## src/rtl/dmem_port_arbiter.sv

```systemverilog
// Single-port RAM arbiter between fetch and memory stages: grants one access per cycle,
// steers read data back to its issuer, builds store strobes. Optional macro: MEM_ARB_RR_EN.
module dmem_port_arbiter #(
    parameter int ADDR_W     = 12,
    parameter int STARVE_MAX = 4
) (
    input  logic              clk,
    input  logic              rst_n,
    input  logic              if_req,
    input  logic [31:0]       if_addr,
    output logic              if_ready,
    output logic              if_rvalid,
    output logic [31:0]       if_rdata,
    input  logic              d_req,
    input  logic              d_we,
    input  logic [1:0]        d_size,
    input  logic [31:0]       d_addr,
    input  logic [31:0]       d_wdata,
    output logic              d_ready,
    output logic              d_rvalid,
    output logic [31:0]       d_rdata,
    output logic              d_err,
    output logic              ram_en,
    output logic [3:0]        ram_we,
    output logic [ADDR_W-1:0] ram_addr,
    output logic [31:0]       ram_wdata,
    input  logic [31:0]       ram_rdata
);
    localparam int CNT_W = $clog2(STARVE_MAX + 1);
    localparam logic [CNT_W-1:0] CNT_MAX = CNT_W'(STARVE_MAX);

    typedef enum logic [1:0] {
        OWN_NONE = 2'd0,
        OWN_IF   = 2'd1,
        OWN_D    = 2'd2
    } owner_e;

    owner_e           resp_owner;
    logic [CNT_W-1:0] starve_cnt;
    logic             last_d;      // 1: most recent grant went to the data port
    logic [31:0]      if_hold;
    logic [31:0]      d_hold;

    logic d_misalign;
    logic d_mis;
    logic d_valid;
    logic gnt_if;
    logic gnt_d;
    logic d_store;
    logic [3:0]  d_be;
    logic [31:0] d_lanes;

    always_comb begin
        d_misalign = 1'b0;
        unique case (d_size)
            2'b00:   d_misalign = 1'b0;
            2'b01:   d_misalign = d_addr[0];
            default: d_misalign = (d_addr[1:0] != 2'b00);
        endcase
    end

    // A misaligned request is answered (ready) but never competes for the RAM.
    assign d_mis   = rst_n & d_req & d_misalign;
    assign d_valid = d_req & ~d_misalign;

    always_comb begin
        gnt_if = 1'b0;
        gnt_d  = 1'b0;
        if (rst_n) begin
            if (if_req && d_valid) begin
`ifdef MEM_ARB_RR_EN
                gnt_if = last_d;
`else
                gnt_if = (starve_cnt == CNT_MAX);
`endif
                gnt_d  = ~gnt_if;
            end else begin
                gnt_if = if_req;
                gnt_d  = d_valid;
            end
        end
    end

    always_comb begin
        d_be    = 4'b1111;
        d_lanes = d_wdata;
        unique case (d_size)
            2'b00: begin
                d_be    = 4'b0001 << d_addr[1:0];
                d_lanes = {4{d_wdata[7:0]}};
            end
            2'b01: begin
                d_be    = 4'b0011 << {d_addr[1], 1'b0};
                d_lanes = {2{d_wdata[15:0]}};
            end
            default: begin
                d_be    = 4'b1111;
                d_lanes = d_wdata;
            end
        endcase
    end

    assign d_store   = gnt_d & d_we;
    assign if_ready  = gnt_if;
    assign d_ready   = gnt_d | d_mis;
    assign ram_en    = gnt_if | gnt_d;
    assign ram_we    = d_store ? d_be : 4'b0000;
    assign ram_wdata = d_store ? d_lanes : 32'd0;
    assign ram_addr  = gnt_if ? if_addr[ADDR_W+1:2] :
                       gnt_d  ? d_addr[ADDR_W+1:2]  : '0;

    always_ff @(posedge clk or negedge rst_n) begin
        if (!rst_n) begin
            resp_owner <= OWN_NONE;
            last_d     <= 1'b1;
            d_err      <= 1'b0;
        end else begin
            d_err <= d_mis;
            if (gnt_if)
                resp_owner <= OWN_IF;
            else if (gnt_d && !d_we)
                resp_owner <= OWN_D;
            else
                resp_owner <= OWN_NONE;
            if (gnt_if)
                last_d <= 1'b0;
            else if (gnt_d)
                last_d <= 1'b1;
        end
    end

    always_ff @(posedge clk or negedge rst_n) begin
        if (!rst_n) begin
            starve_cnt <= '0;
        end else begin
`ifdef MEM_ARB_RR_EN
            starve_cnt <= '0;
`else
            if (!if_req || gnt_if)
                starve_cnt <= '0;
            else if (gnt_d && starve_cnt != CNT_MAX)
                starve_cnt <= starve_cnt + 1'b1;
`endif
        end
    end

    // RAM data arrives in the response cycle; it is passed straight through to the
    // owner and captured so each port keeps showing its last word afterwards.
    always_ff @(posedge clk or negedge rst_n) begin
        if (!rst_n) begin
            if_hold <= '0;
            d_hold  <= '0;
        end else begin
            if (resp_owner == OWN_IF) if_hold <= ram_rdata;
            if (resp_owner == OWN_D)  d_hold  <= ram_rdata;
        end
    end

    assign if_rvalid = (resp_owner == OWN_IF);
    assign d_rvalid  = (resp_owner == OWN_D);
    assign if_rdata  = if_rvalid ? ram_rdata : if_hold;
    assign d_rdata   = d_rvalid  ? ram_rdata : d_hold;

    logic unused_bits;
    assign unused_bits = ^{if_addr[31:ADDR_W+2], if_addr[1:0], d_addr[31:ADDR_W+2],
                           last_d, starve_cnt};
endmodule

```

## config.mk

```make
export PLATFORM = sky130hd
export DESIGN_NAME = dmem_port_arbiter
export DESIGN_NICKNAME = d
export VERILOG_FILES = /design/src/rtl/dmem_port_arbiter.sv
export SDC_FILE = /design/constraint.sdc
export NUM_CORES = 1
export LEC_CHECK = 0
export ABC_AREA = 1
export CAP_MARGIN = 40
export CORE_UTILIZATION = 38
export CTS_CLUSTER_SIZE = 10
export DETAILED_ROUTE_END_ITERATION = 8
export HOLD_SLACK_MARGIN = 0.03
export PLACE_DENSITY_LB_ADDON = 0.1
export SYNTH_ARGS = -nofsm -noshare
export SYNTH_HDL_FRONTEND = slang
export SYNTH_SLANG_ARGS = --single-unit
```

## constraint.sdc

```tcl
create_clock -name clk -period 2.6 [get_ports clk]
set_clock_uncertainty 0.05 [all_clocks]
set_input_delay 0.78 -clock clk [delete_from_list [all_inputs] [get_ports clk]]
set_output_delay 0.78 -clock clk [all_outputs]
set_load 0.03 [all_outputs]
```

Yosys cells after proc, flatten, opt, wreduce, memory -nomap -nowiden
Cells that the tools add are included.
{"block": "totals", "word_cells": 47, "regBits": 70}
{"block": "classes", "n_bitwise": 8, "mux": 17, "eq_ne": 5, "n_reduce_logical": 9, "n_addsub": 1, "shift": 2}
{"operator": "$mux 32", "n": 3}
{"operator": "$pmux 32 s2", "n": 1}
{"operator": "$mux 12", "n": 2}
{"operator": "$pmux 4 s2", "n": 1}
{"operator": "$mux 3", "n": 2}
{"operator": "$and 1x1->1", "n": 4}
{"operator": "$eq 2x1->1 const B", "n": 2}
{"operator": "$mux 1", "n": 4}
{"operator": "$mux 2", "n": 2}
{"operator": "$mux 4", "n": 1}
{"operator": "$reduce_bool 2->1", "n": 2}
{"operator": "$shl 1x2->4 const A", "n": 1}
{"operator": "$shl 2x2->4 const A", "n": 1}
{"operator": "$add 3x1->3 const B", "n": 1}
{"operator": "$eq 3x3->1 const B", "n": 1}
{"operator": "$logic_and 1x1->1", "n": 3}
{"operator": "$ne 3x3->1 const B", "n": 1}
{"operator": "$eq 2x2->1 const B", "n": 1}
{"operator": "$logic_not 1->1", "n": 2}
{"operator": "$logic_not 2->1", "n": 1}
{"operator": "$not 1->1", "n": 2}
{"operator": "$or 1x1->1", "n": 2}
{"operator": "$pmux 1 s2", "n": 1}
{"operator": "$logic_or 1x1->1", "n": 1}

Depth between registers and ports, before layout
{"block": "logic_depth", "word_depth": 10, "ltp_mapped": 8}

Worst setup path after synthesis
Ideal clock, no wire load.
{"block": "synth_path", "path_type": "input-to-output", "start": "input port d_size[0]", "end": "output port d_ready", "arrival_time_ns": 1.885, "setup_slack_ns": -0.115, "stages": 5, "cell_sequence": "inv_2 > nand2_1 > nand2_2 > buf_2 > o21ai_0"}
{"block": "synth_via", "elab_chain_cells": 8}
{"element": "start, declared", "line_no": "16", "rtl": "input logic [1:0] d_size,"}
{"element": "$eq 2x1->1 or $logic_not 2->1 (tied branches)", "line_no": "55", "rtl": "unique case (d_size)"}
{"element": "$pmux 1 s2 (*)", "line_no": "55"}
{"element": "$not 1->1", "line_no": "64", "rtl": "assign d_valid = d_req & ~d_misalign;"}
{"element": "$and 1x1->1", "line_no": "64"}
{"element": "$logic_and 1x1->1", "line_no": "70", "rtl": "if (if_req && d_valid) begin"}
{"element": "$mux 1", "line_no": "70"}
{"element": "$mux 1", "line_no": "69", "rtl": "if (rst_n) begin"}
{"element": "$or 1x1->1 (*)", "line_no": "105", "rtl": "assign d_ready = gnt_d | d_mis;"}
{"element": "end, declared", "line_no": "19", "rtl": "output logic d_ready,"}
Mark *: on every way between the ends. The rest lies on a longest branch, timed or not.

Worst setup path in the final report
{"block": "layout_path", "start": "input port d_wdata[1]", "end": "output port ram_wdata[17]"}
{"block": "layout_via", "elab_chain_cells": 2}
{"element": "start, declared", "line_no": "18", "rtl": "input logic [31:0] d_wdata,"}
{"element": "$pmux 32 s2", "line_no": "87", "rtl": "unique case (d_size)"}
{"element": "$mux 32", "line_no": "108", "rtl": "assign ram_wdata = d_store ? d_lanes : 32'd0;"}
{"element": "end, declared", "line_no": "26", "rtl": "output logic [31:0] ram_wdata,"}
No other way between the ends.

==> impl_metrics.py <==
metrics = {
    "route": {
        "firstDrtPassIters": 7,
        "drt_iter0_markers": 203,
        "wl_per_cell_um": 16.32,
        "avgViaCountPerCell": 4.994,
        "drc": 11,
        "vias": 4210,
        "ant_nets": 0,
        "totalWireLength_mm": 13.75,
    },
    "sta": {
        "tightest_slew_ns": 0.3995,
        "timing.final.crit_period_ns": 2.777,
        "drv_slew": 0,
        "hold_ws_ns": 0.4239,
        "tns_ns": -1.213,
        "setup_viol": 21,
        "min_period_over_period_pct": 106.8,
        "slew-limit-headroom_pct": 73.37,
        "setup_slack_ns": -0.1768,
        "rsz0062_at_grt": "true",
        "max_freq_ghz": 0.3601,
        "hold_viol": 0,
    },
    "logic_synthesis": {
        "synthMuxAreaShare_pct": 0,
        "synth-seq-cells": 70,
        "synth_nets": 601,
        "syn_area_um2": 3501,
        "synth_area_leaders": "dfrtp_1 50%, nand2_1 13%, o21ai_0 9.3%",
        "synth_cell_type_count": 20,
        "synth_compound_area_share_pct": 11.29,
        "syn_avg_cell_area_um2": 7.545,
        "syn-instance-count": 464,
        "synth_top_family_by_area": "simple AND/OR/NAND/NOR gates",
        "synth-xor-area-share_pct": 0,
        "yosys_warnings": 0,
        "synth_seq_area_share_pct": 50.04,
        "yosysTopAreaCellShare_pct": 50.04,
        "synth_fa_ha_area_share_pct": 0.7148,
        "synth_area_leader_cell": "dfrtp_1",
        "yosys.area_share.simple_pct": 27.27,
    },
    "power_and_ir_drop": {
        "leakage_nw": 3.613,
        "pwr_density_cell_nw_per_um2": 605.6,
        "ir_drop_v": 0.0002654,
    },
    "clock_tree": {
        "cts_sinks": 70,
        "holdBufCountCts": 0,
        "clk_pin_slew_worst_paths_ns": 0.08,
        "clk_latency_ns": 0.34,
        "cts_buffers": 9,
        "cts_root_buffer": "clkbuf_8",
        "ctsHtreeMaxLevel": 3,
        "ctsLongestPathBuffers": 2,
        "cts_tree": "built",
    },
    "hold_path": {
        "hold_end": "d_hold[10]",
        "hp-start": "d_hold[10]",
        "min_delay_path_depth": 2,
        "hold_class": "reg -> reg",
    },
    "floorplan": {
        "die_area_um2": 9601,
        "io_pins": 253,
        "start_util_pct": 39.76,
        "die_x_um": 97.99,
        "die_h_um": 97.99,
        "core-area_um2": 8806,
        "std_cell_rows": 34,
    },
    "status": {
        "violations": "design-rule violations, negative setup slack",
        "status": "complete, but fails checks",
    },
    "cells_and_area": {
        "syn2layout_area_growth_pct": 101.9,
        "layout.nets": 866,
        "design_area_um2": 7069,
        "layout-drive-gt1-share_pct": 46.32,
    },
    "global_route": {
        "grt_start_max_net_pins": 45,
        "grt_overflow_total": 0,
        "grt_pass1_wl_mm": 20.13,
        "grt_pass1_vias": 4242,
        "grt_use_total_pct": 26.34,
        "antenna_found_initial": 1,
    },
    "job": {
        "maxCapViolCount": 0,
    },
    "worst_setup_path": {
        "r2r_end": "starve_cnt[2]",
        "cp_max_fo": 3,
        "r2r_start": "starve_cnt[0]",
        "reg2regPathDepth": 10,
        "critPathRequiredTime_ns": 1.77,
        "crit_path_start_kind": "primary input",
        "r2r_setup_slack_ns": 0.88,
        "end_kind": "output pin",
        "path_class": "in -> out",
        "worstPathArrival_ns": 1.95,
    },
    "place": {
        "portBuffers": 214,
        "placed_area_um2": 5682,
        "place_ws_ns": -0.4876,
        "place_congestion": 0.8048,
        "dp_hpwl_mm": 8.161,
    },
}
[synthesized netlist by cell type]
cell,count
a21oi_1,14
buf_2,13
buf_4,1
buf_6,3
clkbuf_1,8
clkinv_2,1
dfrtp_1,70
ha_1,2
inv_1,60
inv_2,2
nand2_1,117
nand2_2,3
nand3_1,43
nand3_4,1
nand4_1,2
nor2_1,47
nor2_2,2
o21ai_0,65
or2_1,1
or2_2,9
[worst max path at each step]
stage | from | to | slack [ns] | depth (start not counted)
2_1_floorplan | d_size[0] | ram_wdata[10] | 0.02 | 6
3_3_place_gp | d_size[1] | ram_wdata[8] | -0.46 | 6
3_5_place_dp | d_size[1] | if_ready | -0.49 | 8
4_1_cts | starve_cnt[0] | ram_we[2] | -0.04 | 10
5_1_grt | d_wdata[1] | ram_wdata[17] | -0.21 | 6
6_report | d_wdata[1] | ram_wdata[17] | -0.18 | 6
[layer usage]
layer,up-vias,routed length [um],GRT usage (%),part of all wire (%)
li1,1992,-,-,-
met1,1977,4880,28.72,35
met2,200,7409,49.08,54
met3,41,1014,5.655,7.4
met4,0,450,11.07,3.3
met5,-,0,0,0
[where the power goes]
| part | leakage [nW] | switching [mW] | internal [mW] |
|---|---|---|---|
| logic | 2.64 | 1.10 | 0.758 |
| clock network | 0.113 | 0.409 | 0.636 |
| registers | 0.862 | 0.0618 | 1.31 |
| total | 3.61 | 1.57 | 2.71 |
[area by class of cell]
type / count / area (um2)
Timing Repair Buffer: 278 / 2751
Multi-Input combinational cell: 307 / 1949
Sequential cell: 70 / 1752
Fill cell: 549 / 1737
Inverter: 63 / 241.5
Tap cell: 108 / 135.1
Clock buffer: 10 / 127.6
Clock inverter: 6 / 110.1
Antenna cell: 1 / 2.502
[worst max-delay path, stage by stage]
cell,delay (ns)
clkdlybuf4s50_1,0.40
inv_1,0.14
nor2_1,0.09
a21oi_1,0.32
nor2_4,0.07
buf_6,0.14
[metrics by stage]
stage / instances / power, mW / util [%]
5_1_grt: 843 / 4.482 / 80.28
6_report: 843 / 4.281 / 80.28
3_3_place_gp: 794 / 3.000 / 64.29
3_5_place_dp: 795 / 3.042 / 64.52
2_1_floorplan: 464 / 2.273 / -
4_1_cts: 831 / 4.200 / 75.69
[logic make-up (layout without fill, tap and decap cells)]
logic type / Yosys count / in the layout
AOI/OAI and AO/OA: 79 / 79
other: 0 / 1
buffers and inverters: 88 / 357
DFF: 70 / 70
and+or+nand+nor: 225 / 226
adders and majority gates: 2 / 2
[cell usage in the layout, fill, tap and decap left out, types with 7 or more instances in the layout]
cell type / count
dlymetal6s2s_1: 8
nor2_4: 27
buf_4: 113
inv_2: 18
a21oi_1: 11
nand2_2: 24
nand2_1: 89
buf_12: 10
inv_1: 44
o21ai_2: 7
nor2_1: 10
dfrtp_1: 70
o21ai_0: 7
nand3_1: 17
or2_2: 9
o21ai_1: 51
nand3_2: 23
clkdlybuf4s50_1: 81
buf_6: 55
clkbuf_8: 9
nor2_2: 12
[state kept, by name (all words and copies together), names as in the netlist]
| signal | count |
|---|---|
| d_err | 1 |
| d_hold | 32 |
| if_hold | 32 |
| resp_owner | 2 |
| starve_cnt | 3 |
[repair_timing]
item | 4_1_cts | 5_1_grt
setup buffers | 14 | 14
pin swaps | 18 | 30
gates resized for setup | 184 | 144
setup endpoints to repair | 77 | 99
cloned | 7 | 0
No activity file was read; power rests on OpenSTA's default activity.
